**src/rtl/pack_file.sv**
```systemverilog
// Shared types for the ALU datapath and its round-robin front end.
// Latency: n/a (types only).
// Backpressure: n/a.
package pack_file;

    typedef enum logic [1:0] {
        Add           = 2'b00,
        Sub           = 2'b01,
        Not_A         = 2'b10,
        ReductionOR_B = 2'b11
    } opcode_e;

    typedef enum logic [1:0] {
        IDLE = 2'b00,
        EXEC = 2'b01,
        RESP = 2'b10
    } sched_state_e;

    typedef struct packed {
        opcode_e            opcode;
        logic signed [3:0]  A;
        logic signed [3:0]  B;
    } sched_req_t;

endpackage

```
**src/rtl/ALU_4_bit.sv**
```systemverilog
// Registered 4-bit signed ALU producing a 5-bit signed result.
// Latency: 1 cycle, C updates every clock from the current inputs.
// Backpressure: none; caller holds inputs to keep C stable.
module ALU_4_bit
    import pack_file::*;
(
    input  logic              clk,
    input  logic              reset,
    input  logic [1:0]        opcode,
    input  logic signed [3:0] A,
    input  logic signed [3:0] B,
    output logic signed [4:0] C
);

    logic signed [4:0] a_ext;
    logic signed [4:0] b_ext;

    assign a_ext = {A[3], A};
    assign b_ext = {B[3], B};

    always_ff @(posedge clk) begin
        if (reset) begin
            C <= '0;
        end else begin
            case (opcode_e'(opcode))
                Add:           C <= a_ext + b_ext;
                Sub:           C <= a_ext - b_ext;
                Not_A:         C <= ~a_ext;
                ReductionOR_B: C <= {4'b0000, |B};
                default:       C <= '0;
            endcase
        end
    end

endmodule

```
**src/rtl/alu_rr_sched.sv**
```systemverilog
// Round-robin arbiter sharing one registered ALU among N_REQ requesters.
// Latency: accept at edge ending cycle k, rsp_valid in cycle k+2; 3 cycles per op minimum.
// Backpressure: req_ready only in IDLE; RESP holds all outputs until rsp_ready.
module alu_rr_sched
    import pack_file::*;
#(
    parameter int N_REQ = 4,
    parameter int ID_W  = $clog2(N_REQ)
) (
    input  logic                 clk,
    input  logic                 reset,
    input  logic [N_REQ-1:0]     req_valid,
    output logic [N_REQ-1:0]     req_ready,
    input  logic [2*N_REQ-1:0]   req_opcode,
    input  logic [4*N_REQ-1:0]   req_A,
    input  logic [4*N_REQ-1:0]   req_B,
    output logic                 rsp_valid,
    input  logic                 rsp_ready,
    output logic [ID_W-1:0]      rsp_id,
    output logic [4:0]           rsp_C,
    output logic                 busy,
    output logic [7:0]           ops_done
);

    // Descending scan so the last hit, i.e. the nearest lane at/after ptr, wins.
    function automatic logic [ID_W-1:0] rr_pick(input logic [N_REQ-1:0] vld,
                                                input logic [ID_W-1:0]  ptr);
        int idx;
        rr_pick = ptr;
        for (int i = N_REQ - 1; i >= 0; i--) begin
            idx = (int'(ptr) + i) % N_REQ;
            if (vld[idx]) rr_pick = ID_W'(idx);
        end
    endfunction

    sched_state_e      state;
    logic [ID_W-1:0]   rr_ptr;
    logic [ID_W-1:0]   grant_idx;
    logic              any_vld;
    sched_req_t        lane_req;
    sched_req_t        issue;
    logic signed [4:0] alu_c;

    assign any_vld   = |req_valid;
    assign grant_idx = rr_pick(req_valid, rr_ptr);

    always_comb begin
        int gi;
        gi              = int'(grant_idx);
        lane_req.opcode = opcode_e'(req_opcode[2*gi +: 2]);
        lane_req.A      = req_A[4*gi +: 4];
        lane_req.B      = req_B[4*gi +: 4];
    end

    always_comb begin
        req_ready = '0;
        if (reset && state == IDLE && any_vld) req_ready[grant_idx] = 1'b1;
    end

    always_ff @(posedge clk) begin
        if (!reset) begin
            state     <= IDLE;
            rr_ptr    <= '0;
            rsp_id    <= '0;
            issue     <= '0;
            rsp_valid <= 1'b0;
            busy      <= 1'b0;
            ops_done  <= '0;
        end else begin
            case (state)
                IDLE: begin
                    if (any_vld) begin
                        issue  <= lane_req;
                        rsp_id <= grant_idx;
                        busy   <= 1'b1;
                        state  <= EXEC;
                    end
                end
                EXEC: begin
                    rsp_valid <= 1'b1;
                    state     <= RESP;
                end
                RESP: begin
                    if (rsp_ready) begin
                        rsp_valid <= 1'b0;
                        busy      <= 1'b0;
                        ops_done  <= ops_done + 8'd1;
                        rr_ptr    <= (rsp_id == ID_W'(N_REQ - 1)) ? '0 : rsp_id + 1'b1;
                        state     <= IDLE;
                    end
                end
                default: state <= IDLE;
            endcase
        end
    end

    // Issue registers hold through RESP, so the ALU keeps re-registering the same C.
    ALU_4_bit u_alu (
        .clk    (clk),
        .reset  (~reset),
        .opcode (issue.opcode),
        .A      (issue.A),
        .B      (issue.B),
        .C      (alu_c)
    );

    assign rsp_C = alu_c;

endmodule
```
**config.mk**
```make
export PLATFORM = sky130hd
export DESIGN_NAME = alu_rr_sched
export DESIGN_NICKNAME = d
export VERILOG_FILES = /design/src/rtl/pack_file.sv /design/src/rtl/ALU_4_bit.sv /design/src/rtl/alu_rr_sched.sv
export SDC_FILE = /design/constraint.sdc
export NUM_CORES = 1
export LEC_CHECK = 0
export ABC_AREA = 1
export BUFFER_PORTS_ARGS = -buffer_cell sky130_fd_sc_hd__buf_2
export CAP_MARGIN = 15
export CORE_UTILIZATION = 50
export CTS_CLUSTER_SIZE = 16
export DETAILED_ROUTE_END_ITERATION = 12
export GPL_TIMING_DRIVEN = 0
export PLACE_DENSITY = 0.74
export SYNTH_ARGS = -nofsm -noshare
export SYNTH_HDL_FRONTEND = slang
export SYNTH_HIERARCHICAL = 1
export SYNTH_SLANG_ARGS = --single-unit
```
**constraint.sdc**
```tcl
create_clock -name clk -period 2.1 [get_ports clk]
set_clock_uncertainty 0.1 [all_clocks]
set_input_delay 0.21 -clock clk [delete_from_list [all_inputs] [get_ports clk]]
set_output_delay 0.21 -clock clk [all_outputs]
set_load 0.02 [all_outputs]
```
==> metrics.txt, run 1 <==
antenna diode count 0; hold-fix buffers at CTS 0; count of warnings emitted by yosys 6; FF/Latch Area 624 sq um; Final Hold Fails 0; weighted congestion reported at the end of routability-driven placement 0.851; post-synthesis async set-or-reset flop share 0; worst endpoint data arrival time 1880 ps; total instance count after detailed placement 456; launch point of the worst reg-to-reg path rr_ptr[0]; power density over the cells 796 mW/mm^2; initial core utilization 0.540; register-to-register setup slack -80 ps; Clk Latency, worst-skew pair 280 ps; reg-to-reg endpoint issue[0]; number of global-route vias before repair 2,208; final hold slack 103 ps; leakage power 1.54 nW; count of TritonRoute iterations in the first routing pass 4; grt ovf 0; type of the worst min-delay path input port to flop; transition at the pin with the smallest max-transition slack 512 ps; run status finished, violations left; DR WL/cell 12.3 microns; post-route design area 0.00307 sq mm; crit share post-route 1.04; quantity of I/O buffers inserted on ports 66; number of distinct standard cells referenced by the synthesized netlist 36; Final ANT Viol Nets 0; Crit Path Category flop to output pin; clock tree from TritonCTS built; hold depth 4; clock buffer depth 2; CTS sink cnt 31; wirelength, routed 5860 microns; routed via count divided by cell count 5.08; fraction of layout instances using a drive strength above 1 0.376; relative slew slack 0.655; pin count of the biggest net entering global routing 18; number of DRC violations after detailed-routing iteration 0 108; worst vdd ir 0.000364 V; endpoints failing setup 8; mean instance size in the synthesized netlist 6.58 sq um; Detail Placement HPWL 4130 microns; total placed instance area 0.00264 sq mm; RSZ-0062 raised after global routing yes; Finished Core Util 0.740; fillcell total 344; CP Data Required Time 1790 ps; master cell of the clock root buffer sky130_fd_sc_hd__clkbuf_8; crit start category flop; core box area 0.00414 sq mm; total power consumption of the routed design 0.00244 W; total DRC errors in the routed layout 0; clock-pin slew on the worst setup and hold paths 60 ps; antenna violations before repair 0; net total in the final layout 482; wire length of the first global-routing pass 9020 microns; num rows 23; number of standard cells in the layout, taps in and fillers out 478; global-route usage over all layers 0.253; Num CTS Buffers 5; vertical extent of the die 68.9 microns; cells on worst reg2reg path 15; Die Span X 68.9 microns; reported max-cap violation count 0; maximum clock rate 456 MHz; cell count after synthesis 340; H-tree levels 2; Die Outline Area 0.00475 sq mm; proportion of synthesized chip area in sequential cells 0.277; kind of end point of the critical path output pin; Synthesized Nets 395; final setup margin -92.0 ps; top_reg_cell synth sky130_fd_sc_hd__dfxtp_1; peak fanout along the critical path 8; violations in the final reports negative setup slack; count of pins on the block boundary 68; growth of design area from synthesis to finish 37.1%; total via count in the routed design 2,430; EDFF count, synth 0; number of max-slew violations in the final report 0; multi-input logic area 0.00149 sq mm; number of synthesized register bits 31; critical path endpoint req_ready[2]; post-synthesis cell area 0.00224 sq mm; crit path time final 2190 ps; source of the critical timing path rr_ptr[0]
## sequential cells by signal (all words and copies together) (netlist names)
register,cells
rr_ptr,2
rsp_valid,1
rsp_id,2
ops_done,8
busy,1
u_alu/C,5
state,2
issue,10
## repair_timing
| action | in CTS | in global routing |
|---|---|---|
| setup endpoints to repair | 4 | 16 |
| setup buffers | 9 | 5 |
| hold endpoints to repair | 0 | 0 |
| cloned | 0 | 1 |
| gates resized for setup | 24 | 36 |
| pin swaps | 7 | 20 |
## worst max-delay path, stage by stage (launching register included)
cell and delay (ps):
sky130_fd_sc_hd__dfxtp_2 330, sky130_fd_sc_hd__buf_8 130, sky130_fd_sc_hd__clkinv_8 90, sky130_fd_sc_hd__nand2_2 90, sky130_fd_sc_hd__nand3_1 90, sky130_fd_sc_hd__a21boi_1 160
sky130_fd_sc_hd__nor2_2 210, sky130_fd_sc_hd__inv_2 60, sky130_fd_sc_hd__buf_6 130, sky130_fd_sc_hd__nor3_4 160, sky130_fd_sc_hd__buf_6 140
## per-stage QoR
stage / setup TNS [ps] / setup WS (ps)
final: -394 / -92.0
after global routing: -1220 / -181
after CTS: -113 / -43.8
after detailed placement: -11.7 / -11.7
after global placement: 0 / 23.1
after floorplan: 0 / 105
## synth_stat cells (2+ instances only)
| master | count | share of area |
|---|---|---|
| sky130_fd_sc_hd__nand2_1 | 56 | 0.094 |
| sky130_fd_sc_hd__nor2_1 | 55 | 0.092 |
| sky130_fd_sc_hd__inv_1 | 43 | 0.072 |
| sky130_fd_sc_hd__dfxtp_1 | 31 | 0.28 |
| sky130_fd_sc_hd__nand3_1 | 29 | 0.065 |
| sky130_fd_sc_hd__o21ai_0 | 20 | 0.045 |
| sky130_fd_sc_hd__a21oi_1 | 19 | 0.043 |
| sky130_fd_sc_hd__nand4_1 | 12 | 0.034 |
| sky130_fd_sc_hd__nand2_2 | 11 | 0.031 |
| sky130_fd_sc_hd__nand3_2 | 9 | 0.040 |
| sky130_fd_sc_hd__ha_1 | 7 | 0.039 |
| sky130_fd_sc_hd__nand2_4 | 6 | 0.030 |
| sky130_fd_sc_hd__clkbuf_1 | 5 | 0.0084 |
| sky130_fd_sc_hd__nor3_1 | 5 | 0.011 |
| sky130_fd_sc_hd__buf_2 | 4 | 0.0089 |
| sky130_fd_sc_hd__inv_2 | 4 | 0.0067 |
| sky130_fd_sc_hd__buf_6 | 2 | 0.010 |
| sky130_fd_sc_hd__nand3b_1 | 2 | 0.0067 |
| sky130_fd_sc_hd__o211ai_1 | 2 | 0.0067 |
| sky130_fd_sc_hd__xor2_1 | 2 | 0.0078 |
## cells by family after synthesis
group | count (synthesis) | synth area share
XOR/XNOR | 2 | 0.00783
AO/OA/AOI/OAI | 46 | 0.111
buffers and inverters | 63 | 0.133
flip-flops | 31 | 0.277
AND/OR/NAND/NOR | 190 | 0.423
adder cells (fa/ha/maj) | 8 | 0.0481
## power breakdown
| group | leakage, nW | internal (W) | switching, W | total, W |
|---|---|---|---|---|
| logic | 1.23 | 0.000508 | 0.000700 | 0.00121 |
| registers | 0.257 | 0.000678 | 0.0000567 | 0.000735 |
| clock network | 0.0515 | 0.000298 | 0.000201 | 0.000500 |
## how the worst min path moves through the flow
stage | from | to
2_1_floorplan | rsp_ready | state[1]
3_3_place_gp | ops_done[7] | ops_done[7]
3_5_place_dp | ops_done[7] | ops_done[7]
4_1_cts | rsp_ready | state[1]
5_1_grt | rsp_ready | state[1]
6_report | rsp_ready | state[1]
## metal layers
metal	wire [microns]	track usage
met1	2550	0.295
met2	2950	0.464
met3	314	0.0444
met4	43	0.0765
met5	0	0
## cell usage in the layout, fill, tap and decap left out, types with 2 or more instances in the layout
cell	n
sky130_fd_sc_hd__a21oi_1	18
sky130_fd_sc_hd__a21oi_2	2
sky130_fd_sc_hd__buf_12	2
sky130_fd_sc_hd__buf_2	65
sky130_fd_sc_hd__buf_4	14
sky130_fd_sc_hd__buf_6	5
sky130_fd_sc_hd__clkbuf_1	6
sky130_fd_sc_hd__clkbuf_8	7
sky130_fd_sc_hd__dfxtp_1	28
sky130_fd_sc_hd__dfxtp_2	3
sky130_fd_sc_hd__ha_1	6
sky130_fd_sc_hd__inv_1	41
sky130_fd_sc_hd__inv_2	6
sky130_fd_sc_hd__nand2_1	47
sky130_fd_sc_hd__nand2_2	11
sky130_fd_sc_hd__nand2_4	14
sky130_fd_sc_hd__nand3_1	24
sky130_fd_sc_hd__nand3_2	14
sky130_fd_sc_hd__nand3b_1	2
sky130_fd_sc_hd__nand4_1	12
sky130_fd_sc_hd__nor2_1	48
sky130_fd_sc_hd__nor2_2	5
sky130_fd_sc_hd__nor2_4	3
sky130_fd_sc_hd__nor3_1	3
sky130_fd_sc_hd__o211ai_1	2
sky130_fd_sc_hd__o21ai_0	20
sky130_fd_sc_hd__xor2_1	2
## layout make-up
class | count | share of cell area
sequential | 31 | 0.204
tap | 50 | 0.0204
inverter | 50 | 0.0681
clock buffer | 8 | 0.0326
buffer | 12 | 0.0298
timing repair buffer | 81 | 0.161
multi-input combinational | 246 | 0.485
No activity file was read; power rests on OpenSTA's default activity.
==> run 2: changes to the inputs <==
==> constraint.sdc (replaced) <==
create_clock -name clk -period 2.3 [get_ports clk]
set_clock_uncertainty 0.1 [all_clocks]
set_input_delay 0.23 -clock clk [delete_from_list [all_inputs] [get_ports clk]]
set_output_delay 0.23 -clock clk [all_outputs]
set_load 0.02 [all_outputs]
==> metrics.txt, run 2 (synthesis results as in run 1) <==
run status finished, final reports clean (was finished, violations left); total DRC errors in the routed layout 0 (unchanged); count of pins on the block boundary 68 (unchanged); number of DRC violations after detailed-routing iteration 0 99 (was 108); RSZ-0062 raised after global routing yes (unchanged); fraction of layout instances using a drive strength above 1 0.323 (was 0.376); grt ovf 0 (unchanged); worst endpoint data arrival time 1880 ps (about the same); hold_sp rsp_ready (unchanged); global-route usage over all layers 0.236 (was 0.253); cells on worst reg2reg path 14 (was 15); Num CTS Buffers 5 (unchanged); Slowest Stage Delay on Critical Path 300 ps (was 330 ps); growth of design area from synthesis to finish 25.2% (was 37.1%); Critical Path Slowest Stage Cell sky130_fd_sc_hd__dfxtp_1 (was sky130_fd_sc_hd__dfxtp_2); wire length of the first global-routing pass 8320 microns (was 9020 microns); quantity of I/O buffers inserted on ports 66 (unchanged); instance count on the critical path 12 (was 10); number of global-route vias before repair 2,050 (was 2,208); CTS sink cnt 31 (unchanged); reg-to-reg endpoint u_alu/C[4] (was issue[0]); critical path endpoint req_ready[3] (was req_ready[2]); metal2 WL 2490 microns (was 2950 microns); endpoints failing setup 0 (was 8); crit path time final 2210 ps; launch point of the worst reg-to-reg path issue[9] (was rr_ptr[0]); max FFs per register 10 (unchanged); wirelength, routed 5310 microns (was 5860 microns); final setup margin 91.7 ps (was -92.0 ps); total placed instance area 0.00263 sq mm (was 0.00264 sq mm); worst setup slack after placement 194 ps (was -11.7 ps); crit start category flop (unchanged); net total in the final layout 474 (was 482); clock buffer depth 2 (unchanged); peak fanout along the critical path 8 (unchanged); Crit Path Category flop to output pin (unchanged); Clk Latency, worst-skew pair 270 ps (was 280 ps); core box area 0.00414 sq mm (unchanged); antenna diode count 0 (unchanged); weighted congestion reported at the end of routability-driven placement 0.834 (was 0.851); Final Hold Fails 0 (unchanged); vertical extent of the die 68.9 microns (unchanged); highest-count cells in the layout ignoring fill and taps sky130_fd_sc_hd__buf_2 (66), sky130_fd_sc_hd__nand2_1 (51), sky130_fd_sc_hd__nor2_1 (51) (was sky130_fd_sc_hd__buf_2 (65), sky130_fd_sc_hd__nor2_1 (48), sky130_fd_sc_hd__nand2_1 (47)); DR top layer met4 (unchanged); clock-pin slew on the worst setup and hold paths 60 ps (about the same); initial core utilization 0.540 (unchanged); num rows 23 (unchanged); Buf+Inv Stages, Crit Path 5 (unchanged); crit share post-route 0.960; number of max-slew violations in the final report 0 (unchanged); registers with the most flip-flops issue (10), ops_done (8), u_alu/C (5) (unchanged); hold-fix buffers at CTS 0 (unchanged); register-to-register setup slack 240 ps (was -80 ps); power density over the cells 708 mW/mm^2 (was 796 mW/mm^2); Largest delay share family, worst path simple AND/OR/NAND/NOR gates (was buffers and inverters); H-tree levels 2 (unchanged); kind of end point of the critical path output pin (unchanged); DR WL/cell 11.3 microns (was 12.3 microns); total power consumption of the routed design 0.00198 W (was 0.00244 W); number of standard cells in the layout, taps in and fillers out 468 (was 478); antenna violations before repair 0 (unchanged); routed via count divided by cell count 5.03 (was 5.08); Detail Placement HPWL 4070 microns (was 4130 microns); maximum clock rate 453 MHz; most common library cell in the layout ignoring fill and taps sky130_fd_sc_hd__buf_2 (unchanged); Top reg by flops issue (unchanged); total instance count after detailed placement 456 (unchanged); final-layout setup total negative slack 0 ps (was -394 ps); Die Span X 68.9 microns (unchanged); worst vdd ir 0.000310 V (was 0.000364 V); type of the worst min-delay path input port to flop (unchanged); relative slew slack 0.649 (was 0.655); Final ANT Viol Nets 0 (unchanged); cell with the most instances on the worst path sky130_fd_sc_hd__nor2_2 (was sky130_fd_sc_hd__buf_6); clock tree from TritonCTS built (unchanged); post-route design area 0.00280 sq mm (was 0.00307 sq mm); critical path, cell by cell buf_6 -> inv_8 -> nand2_2 -> nand2_1 -> nand3_1 -> nor2_2 -> nor2_2 -> nor2_2 -> inv_2 -> buf_6 -> nor3_1 -> buf_2 (was buf_8 -> clkinv_8 -> nand2_2 -> nand3_1 -> a21boi_1 -> nor2_2 -> inv_2 -> buf_6 -> nor3_4 -> buf_6); pin count of the biggest net entering global routing 20 (was 18); transition at the pin with the smallest max-transition slack 522 ps (was 512 ps); total via count in the routed design 2,356 (was 2,430); total routed wire length on the met1 layer 2510 microns (was 2550 microns); met3 routed wirelength 217 microns (was 314 microns); reported max-cap violation count 0 (unchanged); leakage power 1.45 nW (was 1.54 nW); Die Outline Area 0.00475 sq mm (unchanged); CP Data Required Time 1970 ps (was 1790 ps); count of TritonRoute iterations in the first routing pass 5 (was 4); source of the critical timing path rr_ptr[0] (unchanged); master cell of the clock root buffer sky130_fd_sc_hd__clkbuf_8 (unchanged)
==> run 2: cell count changes in the layout (fill, tap and decap cells not counted), sizes merged <==
cell | previous run | this run
buf | 87 | 80
clkbuf | 14 | 11
clkinvlp | 1 | 0
inv | 48 | 49
==> run 2: worst min-delay path: stages <==
cell and delay [ps]:
sky130_fd_sc_hd__buf_2 70, sky130_fd_sc_hd__inv_1 40, sky130_fd_sc_hd__nand2_1 60, sky130_fd_sc_hd__a21oi_1 60
==> run 2: layer usage <==
metal,vias to the layer above,GRT usage
met3,11,0.0362
met5,-,0
met4,0,0.0842
met1,1026,0.272
li1,1254,-
met2,65,0.433
==> run 2: area by class of cell <==
| class | instances | area (sq um) |
|---|---|---|
| well taps | 50 | 62.6 |
| repair buffers | 73 | 390 |
| plain buffers | 12 | 82.6 |
| inverters | 50 | 200 |
| flip-flops and latches | 31 | 622 |
| clock buffers | 6 | 72.6 |
| fillers | 411 | 1340 |
| multi-input cells | 246 | 1370 |
==> run 2: metrics by stage <==
| stage | hold WS (ps) | util |
|---|---|---|
| 2_1_floorplan | 307 | - |
| 3_3_place_gp | 328 | 0.635 |
| 3_5_place_dp | 335 | 0.635 |
| 4_1_cts | 136 | 0.658 |
| 5_1_grt | 155 | 0.676 |
| 6_report | 136 | 0.676 |
==> run 2: power breakdown <==
group          leakage, nW  switching (W)  total [W]  internal (W)
combinational         1.16       0.000573   0.000942      0.000369
sequential           0.256      0.0000506   0.000669      0.000619
clock               0.0371       0.000171   0.000372      0.000201
total                 1.45       0.000795    0.00198       0.00119
==> run 2: worst min path at each step <==
stage                  end  slack (ps)  depth (start not counted)
4_1_cts           state[1]         140                          4
3_3_place_gp   ops_done[7]         330                          1
3_5_place_dp   ops_done[7]         340                          1
6_report          state[1]         140                          4
2_1_floorplan     state[1]         310                          3
5_1_grt           state[1]         160                          4
==> run 2: repair_timing <==
action                                  CTS  global route
setup buffers                             3             4
endpoints found under the setup margin    4             4
pin swaps                                 5             5
resized for setup                         7            16
gates cloned                              0             0
==> run 3: changes to the inputs <==
--- a/config.mk
+++ b/config.mk
@@ -5,14 +5,14 @@
 export SDC_FILE = /design/constraint.sdc
 export NUM_CORES = 1
 export LEC_CHECK = 0
-export ABC_AREA = 1
+export ABC_AREA = 0
 export BUFFER_PORTS_ARGS = -buffer_cell sky130_fd_sc_hd__buf_2
 export CAP_MARGIN = 15
-export CORE_UTILIZATION = 50
+export CORE_UTILIZATION = 49
 export CTS_CLUSTER_SIZE = 16
 export DETAILED_ROUTE_END_ITERATION = 12
 export GPL_TIMING_DRIVEN = 0
-export PLACE_DENSITY = 0.74
+export PLACE_DENSITY = 0.76
 export SYNTH_ARGS = -nofsm -noshare
 export SYNTH_HDL_FRONTEND = slang
 export SYNTH_HIERARCHICAL = 1
==> metrics.txt, run 3 <==
count of pins on the block boundary 68 (unchanged); reported max-cap violation count 0 (unchanged); Final ANT Viol Nets 0 (unchanged); number of standard cells in the layout, taps in and fillers out 332 (was 468); Detail Placement HPWL 3080 microns (was 4070 microns); fraction of synthesized cell area taken by the top area cell type 0.345 (was 0.277); net total in the final layout 340 (was 474); max FFs per register 10 (unchanged); Final Hold Fails 0 (unchanged); top_reg_cell synth sky130_fd_sc_hd__dfxtp_1 (unchanged); CTS sink cnt 31 (unchanged); relative slew slack 0.568 (was 0.649); run status finished, final reports clean (unchanged); vertical extent of the die 62.6 microns (was 68.9 microns); post-route design area 0.00241 sq mm (was 0.00280 sq mm); wire length of the first global-routing pass 6950 microns (was 8320 microns); launch point of the worst reg-to-reg path issue[8] (was issue[9]); antenna violations before repair 0 (unchanged); registers with the most flip-flops issue (10), ops_done (8), u_alu/C (5) (unchanged); worst vdd ir 0.000308 V (was 0.000310 V); number of max-slew violations in the final report 0 (unchanged); Crit Path Category flop to flop (was flop to output pin); initial core utilization 0.526 (was 0.540); Die Outline Area 0.00392 sq mm (was 0.00475 sq mm); FF/Latch Area 628 sq um (was 622 sq um); CP Data Required Time 2420 ps (was 1970 ps); most common library cell in the layout ignoring fill and taps sky130_fd_sc_hd__buf_2 (unchanged); clock buffer depth 2 (unchanged); endpoints failing setup 0 (unchanged); area leader, netlist sky130_fd_sc_hd__dfxtp_1 (unchanged); Top reg by flops issue (unchanged); commonest cells in the synthesized netlist sky130_fd_sc_hd__dfxtp_1 (31), sky130_fd_sc_hd__nor2_1 (21), sky130_fd_sc_hd__a21oi_1 (17) (was sky130_fd_sc_hd__nand2_1 (56), sky130_fd_sc_hd__nor2_1 (55), sky130_fd_sc_hd__inv_1 (43)); Clk Latency, worst-skew pair 340 ps (was 270 ps); multi-input logic area 0.00115 sq mm (was 0.00137 sq mm); quantity of I/O buffers inserted on ports 67 (was 66); growth of design area from synthesis to finish 34.2% (was 25.2%); top cells by area in the synthesized netlist sky130_fd_sc_hd__dfxtp_1 (35%), sky130_fd_sc_hd__mux2_2 (5.0%), sky130_fd_sc_hd__ha_1 (4.9%) (was sky130_fd_sc_hd__dfxtp_1 (28%), sky130_fd_sc_hd__nand2_1 (9.4%), sky130_fd_sc_hd__nor2_1 (9.2%)); post-synthesis cell area 0.00180 sq mm (was 0.00224 sq mm); core box area 0.00342 sq mm (was 0.00414 sq mm); number of distinct standard cells referenced by the synthesized netlist 51 (was 36); adder-cell share of the synthesized area 0.0598 (was 0.0481); total DRC errors in the routed layout 0 (unchanged); crit path time final 2230 ps (was 2210 ps); clock tree from TritonCTS built (unchanged); DR WL/cell 12.9 microns (was 11.3 microns); register-to-register setup slack 70 ps (was 240 ps); global-route usage over all layers 0.224 (was 0.236); antenna diode count 0 (unchanged); total placed instance area 0.00219 sq mm (was 0.00263 sq mm); hold depth 3 (was 4); portion of netlist area occupied by mux cells 0.102 (was 0); leakage power 1.09 nW (was 1.45 nW); final-layout setup total negative slack 0 ps (unchanged); weighted congestion reported at the end of routability-driven placement 0.787 (was 0.834); peak fanout along the critical path 5 (was 8); highest-count cells in the layout ignoring fill and taps sky130_fd_sc_hd__buf_2 (68), sky130_fd_sc_hd__dfxtp_1 (27), sky130_fd_sc_hd__nor2_1 (21) (was sky130_fd_sc_hd__buf_2 (66), sky130_fd_sc_hd__nand2_1 (51), sky130_fd_sc_hd__nor2_1 (51)); crit share post-route 0.971 (was 0.960); Synthesized Nets 255 (was 395); power density over the cells 723 mW/mm^2 (was 708 mW/mm^2); clock-pin slew on the worst setup and hold paths 100 ps (was 60 ps); worst endpoint data arrival time 2350 ps (was 1880 ps); final hold slack 75.2 ps (was 136 ps); routed via count divided by cell count 5.38 (was 5.03); kind of end point of the critical path flop (was output pin); number of global-route vias before repair 1,573 (was 2,050); hold_sp reset (was rsp_ready); pin count of the biggest net entering global routing 16 (was 20); fraction of layout instances using a drive strength above 1 0.420 (was 0.323); proportion of synthesized chip area in sequential cells 0.345 (was 0.277); type of the worst min-delay path input port to flop (unchanged); H-tree levels 2 (unchanged); master cell of the clock root buffer sky130_fd_sc_hd__clkbuf_4 (was sky130_fd_sc_hd__clkbuf_8); Hold Path Sink issue[9] (was state[1]); grt ovf 0 (unchanged); maximum clock rate 448 MHz (was 453 MHz); cell count after synthesis 200 (was 340); mean instance size in the synthesized netlist 8.99 sq um (was 6.58 sq um); wirelength, routed 4290 microns (was 5310 microns); post-synthesis async set-or-reset flop share 0 (unchanged); cells on worst reg2reg path 8 (was 14); Num CTS Buffers 5 (unchanged); num rows 21 (was 23); synthesized-area fraction occupied by xor and xnor cells 0.0487 (was 0.00783); transition at the pin with the smallest max-transition slack 648 ps (was 522 ps); reg-to-reg endpoint u_alu/C[4] (unchanged); fillcell total 300 (was 411); count of TritonRoute iterations in the first routing pass 4 (was 5); count of warnings emitted by yosys 6 (unchanged); Compound-Gate Fraction of Synth Area 0.197 (was 0.111); number of synthesized register bits 31 (unchanged); number of DRC violations after detailed-routing iteration 0 73 (was 99); EDFF count, synth 0 (unchanged); total via count in the routed design 1,786 (was 2,356); leading cell type by number of instances after synthesis sky130_fd_sc_hd__dfxtp_1 (was sky130_fd_sc_hd__nand2_1); crit start category flop (unchanged); simple-gate share of the synthesized area 0.204 (was 0.423); main combinational cell family by area after synthesis simple AND/OR/NAND/NOR gates (unchanged); Die Span X 62.6 microns (was 68.9 microns); total instance count after detailed placement 313 (was 456)
[run 3: changes by cell type in the layout (fill, tap and decap cells not counted), sizes merged, moves of 13 or more]
cell	previous run	this run
inv	49	8
nand2	73	8
nand3	39	4
nor2	56	22
o21ai	20	7
[run 3: per-layer routing]
metal,part of all wire,routed length [microns],GRT usage
met1,0.44,1890,0.264
met2,0.49,2100,0.390
met3,0.057,243,0.0584
met4,0.014,62,0.0785
met5,0,0,0
[run 3: where the power goes]
| part | internal [W] | switching (W) | leakage, nW |
|---|---|---|---|
| registers | 0.000610 | 0.0000515 | 0.257 |
| clock network | 0.000179 | 0.000201 | 0.0375 |
| logic | 0.000356 | 0.000346 | 0.799 |
[run 3: per-stage QoR]
step            util  worst slack (ps)  power, W
2_1_floorplan      -              62.0   0.00109
6_report       0.706              66.9   0.00174
3_3_place_gp   0.641              -103   0.00124
3_5_place_dp   0.641              -124   0.00125
5_1_grt        0.706             -44.8   0.00185
4_1_cts        0.675              5.18   0.00165
[run 3: critical path, stage by stage (launching register included)]
cell,delay (ps)
sky130_fd_sc_hd__dfxtp_4,370
sky130_fd_sc_hd__nor2b_4,200
sky130_fd_sc_hd__a31oi_1,80
sky130_fd_sc_hd__xnor2_1,140
sky130_fd_sc_hd__ha_1,350
sky130_fd_sc_hd__and3_4,190
sky130_fd_sc_hd__or3_4,370
sky130_fd_sc_hd__a221oi_2,260
sky130_fd_sc_hd__a311oi_1,70
[run 3: how the worst max path moves through the flow]
stage                        start          to  depth (start not counted)
after CTS                 issue[0]  u_alu/C[4]                          8
after global routing      issue[1]  u_alu/C[4]                          9
after floorplan           issue[0]  u_alu/C[4]                          8
after global placement    issue[8]  u_alu/C[4]                          7
final                     issue[8]  u_alu/C[4]                          8
after detailed placement  issue[8]  u_alu/C[4]                          7
[run 3: logic make-up (layout without fill, tap and decap cells)]
logic type | after synthesis | after routing
simple gates | 64 | 64
compound gates | 54 | 54
flops | 31 | 31
mux | 17 | 17
buf+inv | 16 | 102
xor+xnor | 10 | 10
fa+ha+maj | 8 | 8
[run 3: area by class of cell]
cell class	instances	area share
well taps	46	0.0239
repair buffers	78	0.174
flip-flops and latches	31	0.260
multi-input cells	153	0.476
clock inverters	1	0.00311
clock buffers	7	0.0270
inverters	8	0.0124
plain buffers	8	0.0228
[run 3: repair_timing]
action	4_1_cts	5_1_grt
hold buffers	0	0
pin swaps	2	7
setup buffers	3	8
gates resized for setup	7	11
setup endpoints to repair	5	5
